File: src/rtl/riscv_pipe_pkg.sv
// Shared pipeline definitions for the ID/EX operand stage.
// Holds the ALU select codes, the datapath widths and the ID/EX bundle type.
package riscv_pipe_pkg;

  localparam int XLEN      = 32;
  localparam int RADDR_W   = 5;
  localparam int ALU_SEL_W = 4;

  localparam logic [ALU_SEL_W-1:0] ALU_FWD = 4'b0000;
  localparam logic [ALU_SEL_W-1:0] ALU_ADD = 4'b0001;
  localparam logic [ALU_SEL_W-1:0] ALU_AND = 4'b0010;
  localparam logic [ALU_SEL_W-1:0] ALU_OR  = 4'b0011;
  localparam logic [ALU_SEL_W-1:0] ALU_MUL = 4'b0101;
  localparam logic [ALU_SEL_W-1:0] ALU_XOR = 4'b0110;
  localparam logic [ALU_SEL_W-1:0] ALU_SLL = 4'b0111;
  localparam logic [ALU_SEL_W-1:0] ALU_SRL = 4'b1000;
  localparam logic [ALU_SEL_W-1:0] ALU_SRA = 4'b1001;

  // Everything decode hands to EX for one instruction
  typedef struct packed {
    logic [XLEN-1:0]      rs1_data;
    logic [XLEN-1:0]      rs2_data;
    logic [XLEN-1:0]      imm;
    logic [XLEN-1:0]      pc;
    logic [RADDR_W-1:0]   rs1_addr;
    logic [RADDR_W-1:0]   rs2_addr;
    logic [RADDR_W-1:0]   rd_addr;
    logic [ALU_SEL_W-1:0] alu_sel;
    logic                 use_pc;
    logic                 use_imm;
    logic                 reg_write;
    logic                 mem_read;
    logic                 mem_write;
  } id_ex_bundle_t;

endpackage

File: src/rtl/operand_fwd_mux.sv
// Per-source bypass mux: picks the newest in-flight value for one register
// operand. Built only when ID_EX_FORWARD_EN is defined.
`ifdef ID_EX_FORWARD_EN
module operand_fwd_mux #(
  parameter int XLEN    = riscv_pipe_pkg::XLEN,
  parameter int RADDR_W = riscv_pipe_pkg::RADDR_W
) (
  input  logic [RADDR_W-1:0] src_addr,
  input  logic [XLEN-1:0]    reg_data,
  input  logic               exmem_we,
  input  logic [RADDR_W-1:0] exmem_rd,
  input  logic [XLEN-1:0]    exmem_result,
  input  logic               memwb_we,
  input  logic [RADDR_W-1:0] memwb_rd,
  input  logic [XLEN-1:0]    memwb_result,
  output logic [XLEN-1:0]    data
);

  // EX/MEM is the newer producer so it overrides MEM/WB; x0 is never bypassed
  always_comb begin
    data = reg_data;
    if (exmem_we && (exmem_rd == src_addr) && (src_addr != '0))
      data = exmem_result;
    else if (memwb_we && (memwb_rd == src_addr) && (src_addr != '0))
      data = memwb_result;
  end

endmodule
`endif

File: src/rtl/id_ex_operand_stage.sv
// ID/EX pipeline register and ALU operand select with load-use stall.
// Optional feature macro: ID_EX_FORWARD_EN enables EX/MEM and MEM/WB
// bypassing; without it operands come from the latched register data and
// any pending writer of a source register stalls decode instead.
module id_ex_operand_stage #(
  parameter int XLEN      = riscv_pipe_pkg::XLEN,
  parameter int RADDR_W   = riscv_pipe_pkg::RADDR_W,
  parameter int ALU_SEL_W = riscv_pipe_pkg::ALU_SEL_W
) (
  input  logic                 CLK,
  input  logic                 RESET,
  input  logic                 FLUSH,
  input  logic                 IN_VALID,
  output logic                 IN_READY,
  input  logic [XLEN-1:0]      ID_RS1_DATA,
  input  logic [XLEN-1:0]      ID_RS2_DATA,
  input  logic [XLEN-1:0]      ID_IMM,
  input  logic [XLEN-1:0]      ID_PC,
  input  logic [RADDR_W-1:0]   ID_RS1_ADDR,
  input  logic [RADDR_W-1:0]   ID_RS2_ADDR,
  input  logic [RADDR_W-1:0]   ID_RD_ADDR,
  input  logic [ALU_SEL_W-1:0] ID_ALU_SELECT,
  input  logic                 ID_USE_PC,
  input  logic                 ID_USE_IMM,
  input  logic                 ID_REG_WRITE,
  input  logic                 ID_MEM_READ,
  input  logic                 ID_MEM_WRITE,
  input  logic [RADDR_W-1:0]   EXMEM_RD_ADDR,
  input  logic                 EXMEM_REG_WRITE,
  input  logic [XLEN-1:0]      EXMEM_RESULT,
  input  logic [RADDR_W-1:0]   MEMWB_RD_ADDR,
  input  logic                 MEMWB_REG_WRITE,
  input  logic [XLEN-1:0]      MEMWB_RESULT,
  output logic                 OUT_VALID,
  input  logic                 OUT_READY,
  output logic [XLEN-1:0]      EX_DATA1,
  output logic [XLEN-1:0]      EX_DATA2,
  output logic [XLEN-1:0]      EX_STORE_DATA,
  output logic [ALU_SEL_W-1:0] EX_ALU_SELECT,
  output logic [RADDR_W-1:0]   EX_RD_ADDR,
  output logic                 EX_REG_WRITE,
  output logic                 EX_MEM_READ,
  output logic                 EX_MEM_WRITE,
  output logic                 LOAD_USE_STALL
);
  import riscv_pipe_pkg::*;

  id_ex_bundle_t    in_p0;
  id_ex_bundle_t    idex_p1;
  logic             vld_p1;
  logic             stall;
  logic             advance;
  logic             ex_match;
  logic [XLEN-1:0]  fwd_rs1;
  logic [XLEN-1:0]  fwd_rs2;

  // ---- p0: decode side, hazard check against the instruction held in EX
  assign in_p0 = '{rs1_data: ID_RS1_DATA, rs2_data: ID_RS2_DATA, imm: ID_IMM,
                   pc: ID_PC, rs1_addr: ID_RS1_ADDR, rs2_addr: ID_RS2_ADDR,
                   rd_addr: ID_RD_ADDR, alu_sel: ID_ALU_SELECT,
                   use_pc: ID_USE_PC, use_imm: ID_USE_IMM,
                   reg_write: ID_REG_WRITE, mem_read: ID_MEM_READ,
                   mem_write: ID_MEM_WRITE};

  assign ex_match = vld_p1 && (idex_p1.rd_addr != '0) &&
                    ((idex_p1.rd_addr == ID_RS1_ADDR) || (idex_p1.rd_addr == ID_RS2_ADDR));

`ifdef ID_EX_FORWARD_EN
  // Only a load in EX cannot be bypassed in time
  assign stall = IN_VALID && ex_match && idex_p1.mem_read;
`else
  // Without bypassing, wait until every pending writer has reached the register file
  logic exmem_match;
  logic unused_fwd;
  assign exmem_match = EXMEM_REG_WRITE && (EXMEM_RD_ADDR != '0) &&
                       ((EXMEM_RD_ADDR == ID_RS1_ADDR) || (EXMEM_RD_ADDR == ID_RS2_ADDR));
  assign stall       = IN_VALID && ((ex_match && idex_p1.reg_write) || exmem_match);
  assign unused_fwd  = ^{EXMEM_RESULT, MEMWB_RD_ADDR, MEMWB_REG_WRITE, MEMWB_RESULT,
                         idex_p1.rs1_addr, idex_p1.rs2_addr};
`endif

  assign advance        = ~vld_p1 | OUT_READY;
  assign IN_READY       = advance & ~stall;
  assign LOAD_USE_STALL = stall;

  // ---- p1: ID/EX register; flush beats hold, a stall or empty slot loads a bubble
  always_ff @(posedge CLK or posedge RESET) begin
    if (RESET) begin
      vld_p1  <= 1'b0;
      idex_p1 <= '0;
    end else if (FLUSH) begin
      vld_p1            <= 1'b0;
      idex_p1.alu_sel   <= ALU_FWD;
      idex_p1.reg_write <= 1'b0;
      idex_p1.mem_read  <= 1'b0;
      idex_p1.mem_write <= 1'b0;
    end else if (advance) begin
      if (IN_VALID && !stall) begin
        vld_p1  <= 1'b1;
        idex_p1 <= in_p0;
      end else begin
        vld_p1  <= 1'b0;
        idex_p1 <= '0;
      end
    end
  end

`ifdef ID_EX_FORWARD_EN
  operand_fwd_mux #(.XLEN(XLEN), .RADDR_W(RADDR_W)) u_fwd_rs1 (
    .src_addr(idex_p1.rs1_addr), .reg_data(idex_p1.rs1_data),
    .exmem_we(EXMEM_REG_WRITE), .exmem_rd(EXMEM_RD_ADDR), .exmem_result(EXMEM_RESULT),
    .memwb_we(MEMWB_REG_WRITE), .memwb_rd(MEMWB_RD_ADDR), .memwb_result(MEMWB_RESULT),
    .data(fwd_rs1)
  );
  operand_fwd_mux #(.XLEN(XLEN), .RADDR_W(RADDR_W)) u_fwd_rs2 (
    .src_addr(idex_p1.rs2_addr), .reg_data(idex_p1.rs2_data),
    .exmem_we(EXMEM_REG_WRITE), .exmem_rd(EXMEM_RD_ADDR), .exmem_result(EXMEM_RESULT),
    .memwb_we(MEMWB_REG_WRITE), .memwb_rd(MEMWB_RD_ADDR), .memwb_result(MEMWB_RESULT),
    .data(fwd_rs2)
  );
`else
  assign fwd_rs1 = idex_p1.rs1_data;
  assign fwd_rs2 = idex_p1.rs2_data;
`endif

  // ---- EX outputs: operand select and valid-gated control
  assign EX_DATA1      = idex_p1.use_pc  ? idex_p1.pc  : fwd_rs1;
  assign EX_DATA2      = idex_p1.use_imm ? idex_p1.imm : fwd_rs2;
  assign EX_STORE_DATA = fwd_rs2;
  assign EX_ALU_SELECT = idex_p1.alu_sel;
  assign EX_RD_ADDR    = idex_p1.rd_addr;
  assign EX_REG_WRITE  = vld_p1 & idex_p1.reg_write;
  assign EX_MEM_READ   = vld_p1 & idex_p1.mem_read;
  assign EX_MEM_WRITE  = vld_p1 & idex_p1.mem_write;
  assign OUT_VALID     = vld_p1;

endmodule
File: config.mk
export PLATFORM = sky130hd
export DESIGN_NAME = id_ex_operand_stage
export DESIGN_NICKNAME = d
export VERILOG_FILES = /design/src/rtl/riscv_pipe_pkg.sv /design/src/rtl/operand_fwd_mux.sv /design/src/rtl/id_ex_operand_stage.sv
export SDC_FILE = /design/constraint.sdc
export NUM_CORES = 1
export LEC_CHECK = 0
export BUFFER_PORTS_ARGS = -buffer_cell sky130_fd_sc_hd__buf_2
export CAP_MARGIN = 20
export CORE_AREA = 2 2 135 137
export CTS_BUF_LIST = sky130_fd_sc_hd__clkbuf_8
export DETAILED_ROUTE_END_ITERATION = 8
export DIE_AREA = 0 0 137 139
export PLACE_DENSITY_LB_ADDON = 0.12
export SLEW_MARGIN = 20
export SYNTH_ARGS = -nofsm -noshare
export SYNTH_HDL_FRONTEND = slang
export SYNTH_SLANG_ARGS = --single-unit
File: constraint.sdc
create_clock -name CLK -period 6.08 [get_ports CLK]
set_clock_uncertainty 0.2 [all_clocks]
set_input_delay 0.608 -clock CLK [delete_from_list [all_inputs] [get_ports CLK]]
set_output_delay 0.608 -clock CLK [all_outputs]
set_load 0.01 [all_outputs]
==> results of run 1 <==
## how the worst max path moves through the flow
stage / from / to / cells after the start
finish: EX_RD_ADDR[4] / IN_READY / 5
global route: EX_RD_ADDR[4] / IN_READY / 5
CTS: EX_RD_ADDR[4] / IN_READY / 5
detailed placement: EXMEM_RD_ADDR[1] / EX_ALU_SELECT[2] / 6
global placement: EXMEM_RD_ADDR[1] / EX_ALU_SELECT[1] / 6
floorplan: RESET / EX_ALU_SELECT[0] / 1
## cell usage after synthesis (all sizes together)
master,number,area [µm²]
clkbuf,22,82.6
and2,3,18.8
a22oi,2,15.0
a21oi,1,5.00
nor3,4,20.0
o22ai,1,6.26
or2,2,12.5
buf,59,475
or4,2,15.0
a22o,142,1240
xor2,20,175
mux2,64,721
nor2b,2,12.5
o221a,1,11.3
nand2,1,3.75
dfrtp,143,3580
inv,3,11.3
nor2,5,18.8
o21ai,2,10.0
## logic make-up after synthesis
kind of cell	count (synthesis)
compound gates	149
buf+inv	84
simple gates	19
flops	143
mux	64
xor+xnor	20
## per-layer routing
layer  global-route usage (%)  wire length [µm]  vias up  share of wire (%)
li1                         -                 -     2185                  -
met1                     22.2              7060     2335                 43
met2                     27.1              7570      199                 46
met3                     6.58              1530       26                9.3
met4                     6.35               279        2                1.7
met5                        0                13        -              0.079
## placed cells by master (no fill, tap or decap), types with 4 or more instances in the layout
| cell | count |
|---|---|
| clkinvlp_4 | 4 |
| mux2_2 | 64 |
| clkbuf_8 | 18 |
| nor3_1 | 4 |
| dfrtp_1 | 143 |
| inv_6 | 4 |
| nor2_1 | 5 |
| a22o_1 | 142 |
| buf_4 | 6 |
| buf_2 | 273 |
| xor2_1 | 20 |
| bufinv_16 | 4 |
## worst max-delay path: cells and delay by family, from the launching register on
family | cells | cell delay [ns]
AO/OA/AOI/OAI | 3 | 0.50
buffers and inverters | 1 | 0.15
flip-flops | 1 | 0.47
AND/OR/NAND/NOR | 1 | 0.54
## layout make-up
cell class | count | share of cell area (%)
diodes | 1 | 0.0312
clock buffers | 18 | 3.09
clock inverters | 13 | 2.32
inverters | 3 | 0.203
multi-input cells | 252 | 28.6
flip-flops and latches | 143 | 44.6
well taps | 229 | 3.57
repair buffers | 279 | 17.6
## state kept, by name (all words and copies together), names as in the netlist
signal         count
fwd_rs1           32
idex_p1           69
EX_RD_ADDR         5
EX_STORE_DATA     32
OUT_VALID          1
EX_ALU_SELECT      4
## per-stage QoR
step                total power, µW  cells  utilization, %  setup WS [ns]  hold WS, ns
floorplan                      1430    479               -           1.43        0.258
global placement               1580    906            43.0           3.01        0.278
detailed placement             1590    906            43.0           3.00        0.283
CTS                            2430    937            45.5           3.10       0.0798
global route                   2520    937            45.5           2.96       0.0976
finish                         2400    938            45.5           3.17       0.0554
## power breakdown
| part | total, µW | internal (µW) | leakage, µW | switching (µW) |
|---|---|---|---|---|
| Combinational | 456 | 234 | 0.00220 | 222 |
| Sequential | 1110 | 1040 | 0.00187 | 63.8 |
| Clock | 831 | 458 | 0.000208 | 373 |
| Total | 2400 | 1740 | 0.00428 | 659 |
==> impl_results.md, run 1 <==
* CTS tree: done
* Clock slew at reported path FFs at 0.08 ns
* Synth Area in Simple Gates at 1.57%
* IO Pins at 344
* GRT Total Usage at 17.5%
* Critical path endpoint category: primary output
* Main combinational cell family by area after synthesis: compound AO/OA/AOI/OAI gates
* Largest stage delay, worst path at 0.54 ns
* Clock Tree Buf Depth at 2
* Synth Area in Compound Gates at 20.1%
* Fillers at 1,640
* Area of the multi-input gates at 2300 µm²
* Post-Synthesis Cells at 479
* Reg2reg setup slack at 3.22 ns
* Area grow syn2layout at 24.7%
* GR Overflow Total at 0
* Crit-path max FO at 5
* # DRC at 0
* Initial antenna violation count at 2
* Final wirelength at 16.5 mm
* Period utilisation layout at 47.8%
* Syn avg cell area at 13.4 µm²
* Status: complete, no violations
* Adder-Cell Fraction of Synth Area at 0%
* Hold Vio Cnt, Final at 0
* Initial DRC count at 182
* Maximum VDD drop at 0.000151 V
* Die width at 137 µm
* RSZ-0062 raised after global routing: no
* CP cell instances: or4_1 -> o21ai_1 -> o22ai_1 -> a21oi_1 -> buf_2
* Initial Util at 36.5%
* Hold Crit Class: in2async
* Clk Latency, worst-skew pair at 0.43 ns
* Max-Cap Viols at 0
* Syn nets at 712
* Final Setup Violations at 0
* Vias in the first global route at 5,042
* Power density cells at 298 nW/µm²
* Post-DP HPWL at 11.2 mm
* Final nets at 929
* Height of the die at 139 µm
* Maximum clock rate at 344 MHz
* Post-CTS setup buffers at 0
* Routed vias at 4,747
* Number of core rows at 49
* Hold_buf cts at 0
* Layout cells sized above 1 at 53.4%
* TNS Setup at 0 ns
* Placed inst area at 7590 µm²
* Via density at 5.06
* CTS Root Buffer Type: clkbuf_8
* Count of cell types in the netlist at 24
* Largest net degree at the start of global routing at 84
* Mux cell area share after synthesis at 11.2%
* Max-Slew Margin vs Limit at 39.1%
* Reg area at 3580 µm²
* Post-CTS sizing at 0
* R2R depth at 6
* Synth Register Bits at 143
* DR WL/cell at 17.5 µm
* Slew Viols, Final at 0
* Worst flop-to-flop path endpoint: idex_p1[25]
* CTS buffer count at 17
* Yosys warning total at 0
* Fin crit period at 2.91 ns
* RD Place Congestion at 0.800
* CORE AREA at 17,700 µm²
* Antenna-violating nets left at 0
* H-tree depth at 4
* Sequential area share after synthesis at 55.6%
* I/O Buffers at 273
* Full die area at 19,000 µm²
* Xor and xnor area share after synthesis at 2.72%
* Post-layout instance area at 8030 µm²
* Clk sink count at 143
* Worst path required time at 5.27 ns
* First-pass GRT wire length at 26.3 mm
* LEAKAGE at 0.00428 µW
* Worst-margin pin slew at 0.913 ns
* WP data arrival at 2.10 ns
* Critical Path Source Type: flop
* Synthesized area at 6440 µm²
* Crit-path slowest cell: or4_1
* Worst reg2reg path startpoint: OUT_VALID
* DR pass1 iterations at 4
* Crit path kind: reg2out
Note: power is estimated with default switching activity, not from simulation.
==> run 2, diff against run 1 <==
Clock period 6.08 ns to 2.4 ns, I/O delays scaled along.
==> impl_results.md, run 2 (synthesized netlist as in run 1, its figures left out) <==
* Status: finished, violations left (was complete, no violations)
* Failing checks: negative setup slack
* Hold Vio Cnt, Final at 0 (unchanged)
* Most common cell after layout, fill and taps aside: buf_2 (unchanged)
* Hold-critical path depth at 3
* Clock Tree Buf Depth at 2 (unchanged)
* CTS buffer count at 17 (unchanged)
* Vias in the first global route at 5,765 (was 5,042)
* Critical path endpoint category: primary output (unchanged)
* Initial DRC count at 177 (was 182)
* Antenna-violating nets left at 0 (unchanged)
* Max-Slew Margin vs Limit at 55.0% (was 39.1%)
* Slew Viols, Final at 0 (unchanged)
* Largest net degree at the start of global routing at 136 (was 84)
* Fillers at 1,532 (was 1,640)
* Maximum clock rate at 413 MHz
* Number of flip-flops in the largest register at 69 (unchanged)
* Most flop-heavy register: idex_p1 (unchanged)
* CORE AREA at 17,700 µm² (unchanged)
* Clk Latency, worst-skew pair at 0.43 ns (about the same)
* Max-Cap Viols at 0 (unchanged)
* Fin crit period at 2.42 ns
* LEAKAGE at 0.00494 µW (was 0.00428 µW)
* Via density at 4.87 (was 5.06)
* Psw at 1800 µW (was 659 µW)
* Final worst slack at -0.0237 ns (was 3.17 ns)
* Combinational share of power at 23.1% (was 19.0%)
* Maximum VDD drop at 0.000292 V (was 0.000151 V)
* Worst-margin pin slew at 0.675 ns (was 0.913 ns)
* RD Place Congestion at 0.799 (was 0.800)
* Layout cells sized above 1 at 46.1% (was 53.4%)
* I/O Buffers at 273 (unchanged)
* Final core occ at 54.4% (was 45.5%)
* CTS Root Buffer Type: clkbuf_8 (unchanged)
* Area of the multi-input gates at 2340 µm² (was 2300 µm²)
* IO Pins at 344 (unchanged)
* Crit-path max FO at 3 (was 5)
* Post-DP HPWL at 11.1 mm (was 11.2 mm)
* Height of the die at 139 µm (unchanged)
* CTS tree: done (unchanged)
* Reg area at 3580 µm² (about the same)
* Antenna Cells at 0 (was 1)
* Number of core rows at 49 (unchanged)
* DR WL/cell at 16.9 µm (was 17.5 µm)
* TNS Setup at -0.0458 ns (was 0 ns)
* GRT Total Usage at 19.2% (was 17.5%)
* Critical Path Source Type: flop (unchanged)
* R2R depth at 8 (was 6)
* DR pass1 iterations at 4 (unchanged)
* Final wirelength at 18.4 mm (was 16.5 mm)
* Clock slew at reported path FFs at 0.09 ns (was 0.08 ns)
* Reg power frac at 45.3% (was 46.3%)
* Internal Dissipation at 4370 µW (was 1740 µW)
* Power density cells at 643 nW/µm² (was 298 nW/µm²)
* Initial antenna violation count at 0 (was 2)
* # DRC at 0 (unchanged)
* WP data arrival at 1.98 ns (was 2.10 ns)
* Area grow syn2layout at 49.3% (was 24.7%)
* RSZ-0062 raised after global routing: yes (was no)
* Final Setup Violations at 2 (was 0)
* GR Overflow Total at 0 (unchanged)
* Crit path kind: reg2out (unchanged)
* Most frequent cells in the layout: buf_2, dlygate4sd3_1, a22o_1 (was buf_2, dfrtp_1, a22o_1)
* Period utilisation layout at 101%
* Routed vias at 5,315 (was 4,747)
* First-pass GRT wire length at 29.1 mm (was 26.3 mm)
* H-tree depth at 4 (unchanged)
* Initial Util at 36.5% (unchanged)
* Clk sink count at 143 (unchanged)
* Hold Crit Class: in2reg (was in2async)
* Sw frac at 29.2% (was 27.5%)
* Worst path required time at 1.96 ns (was 5.27 ns)
* Clock share of power at 31.6% (was 34.7%)
* Final nets at 1,082 (was 929)
* Full die area at 19,000 µm² (unchanged)
* Die width at 137 µm (unchanged)
## run 2: worst max-delay path: stages, from the launching register on
cell and delay, ns:
dfrtp_2 0.44, or4_4 0.54, o21ai_4 0.16, o22ai_2 0.12
a21oi_2 0.16, buf_2 0.14
## run 2: worst paths after layout
path / start / to / slack (ns)
min in group asynchronous: RESET / EX_STORE_DATA[11] / 0.30
max: EX_RD_ADDR[4] / IN_READY / -0.02
min: FLUSH / EX_ALU_SELECT[1] / 0.07
max in group asynchronous: RESET / EX_RD_ADDR[4] / 1.33
min reg2reg: fwd_rs1[29] / fwd_rs1[29] / 0.31
max reg2reg: EX_RD_ADDR[4] / OUT_VALID / 0.10
## run 2: cell type report
type	count	area share [%]
Sequential cell	143	37.3
Timing Repair Buffer	432	31.1
Multi-Input combinational cell	252	24.3
Tap cell	229	2.98
Clock buffer	17	2.43
Clock inverter	15	1.68
Inverter	3	0.156
## run 2: per-stage QoR
stage / total power, µW / cell area [µm²] / hold slack [ns] / instances / setup WS (ns)
finish: 6170 / 9610 / 0.0708 / 1091 / -0.0237
global route: 6520 / 9610 / 0.0699 / 1091 / -0.142
CTS: 6240 / 9570 / 0.0337 / 1090 / -0.0649
detailed placement: 4050 / 7700 / 0.205 / 911 / 0.158
global placement: 4030 / 7700 / 0.200 / 911 / 0.185
floorplan: 3630 / 6440 / 0.173 / 479 / 0.169
## run 2: power by group through the flow
stage / Sequential, µW / Clock [µW] / Combinational (µW)
3_3_place_gp: 2830 / 0 / 1200
2_1_floorplan: 2800 / 0 / 833
6_report: 2800 / 1950 / 1430
5_1_grt: 2830 / 2140 / 1550
4_1_cts: 2790 / 2020 / 1420
3_5_place_dp: 2840 / 0 / 1210
## run 2: what timing repair did
action,4_1_cts,5_1_grt
endpoints found under the hold margin,285,0
pin swaps,2,5
gates resized for setup,4,6
setup buffers,4,1
hold buffers,143,0
endpoints found under the setup margin,2,2
## run 2: per-layer routing
layer / global-route usage [%] / part of all wire, % / wire (µm) / vias to the layer above
li1: - / - / - / 2494
met1: 24.0 / 43 / 7880 / 2596
met2: 31.9 / 49 / 8960 / 203
met3: 5.37 / 7.0 / 1290 / 22
met4: 6.29 / 1.5 / 274 / 0
met5: 0 / 0 / 0 / -
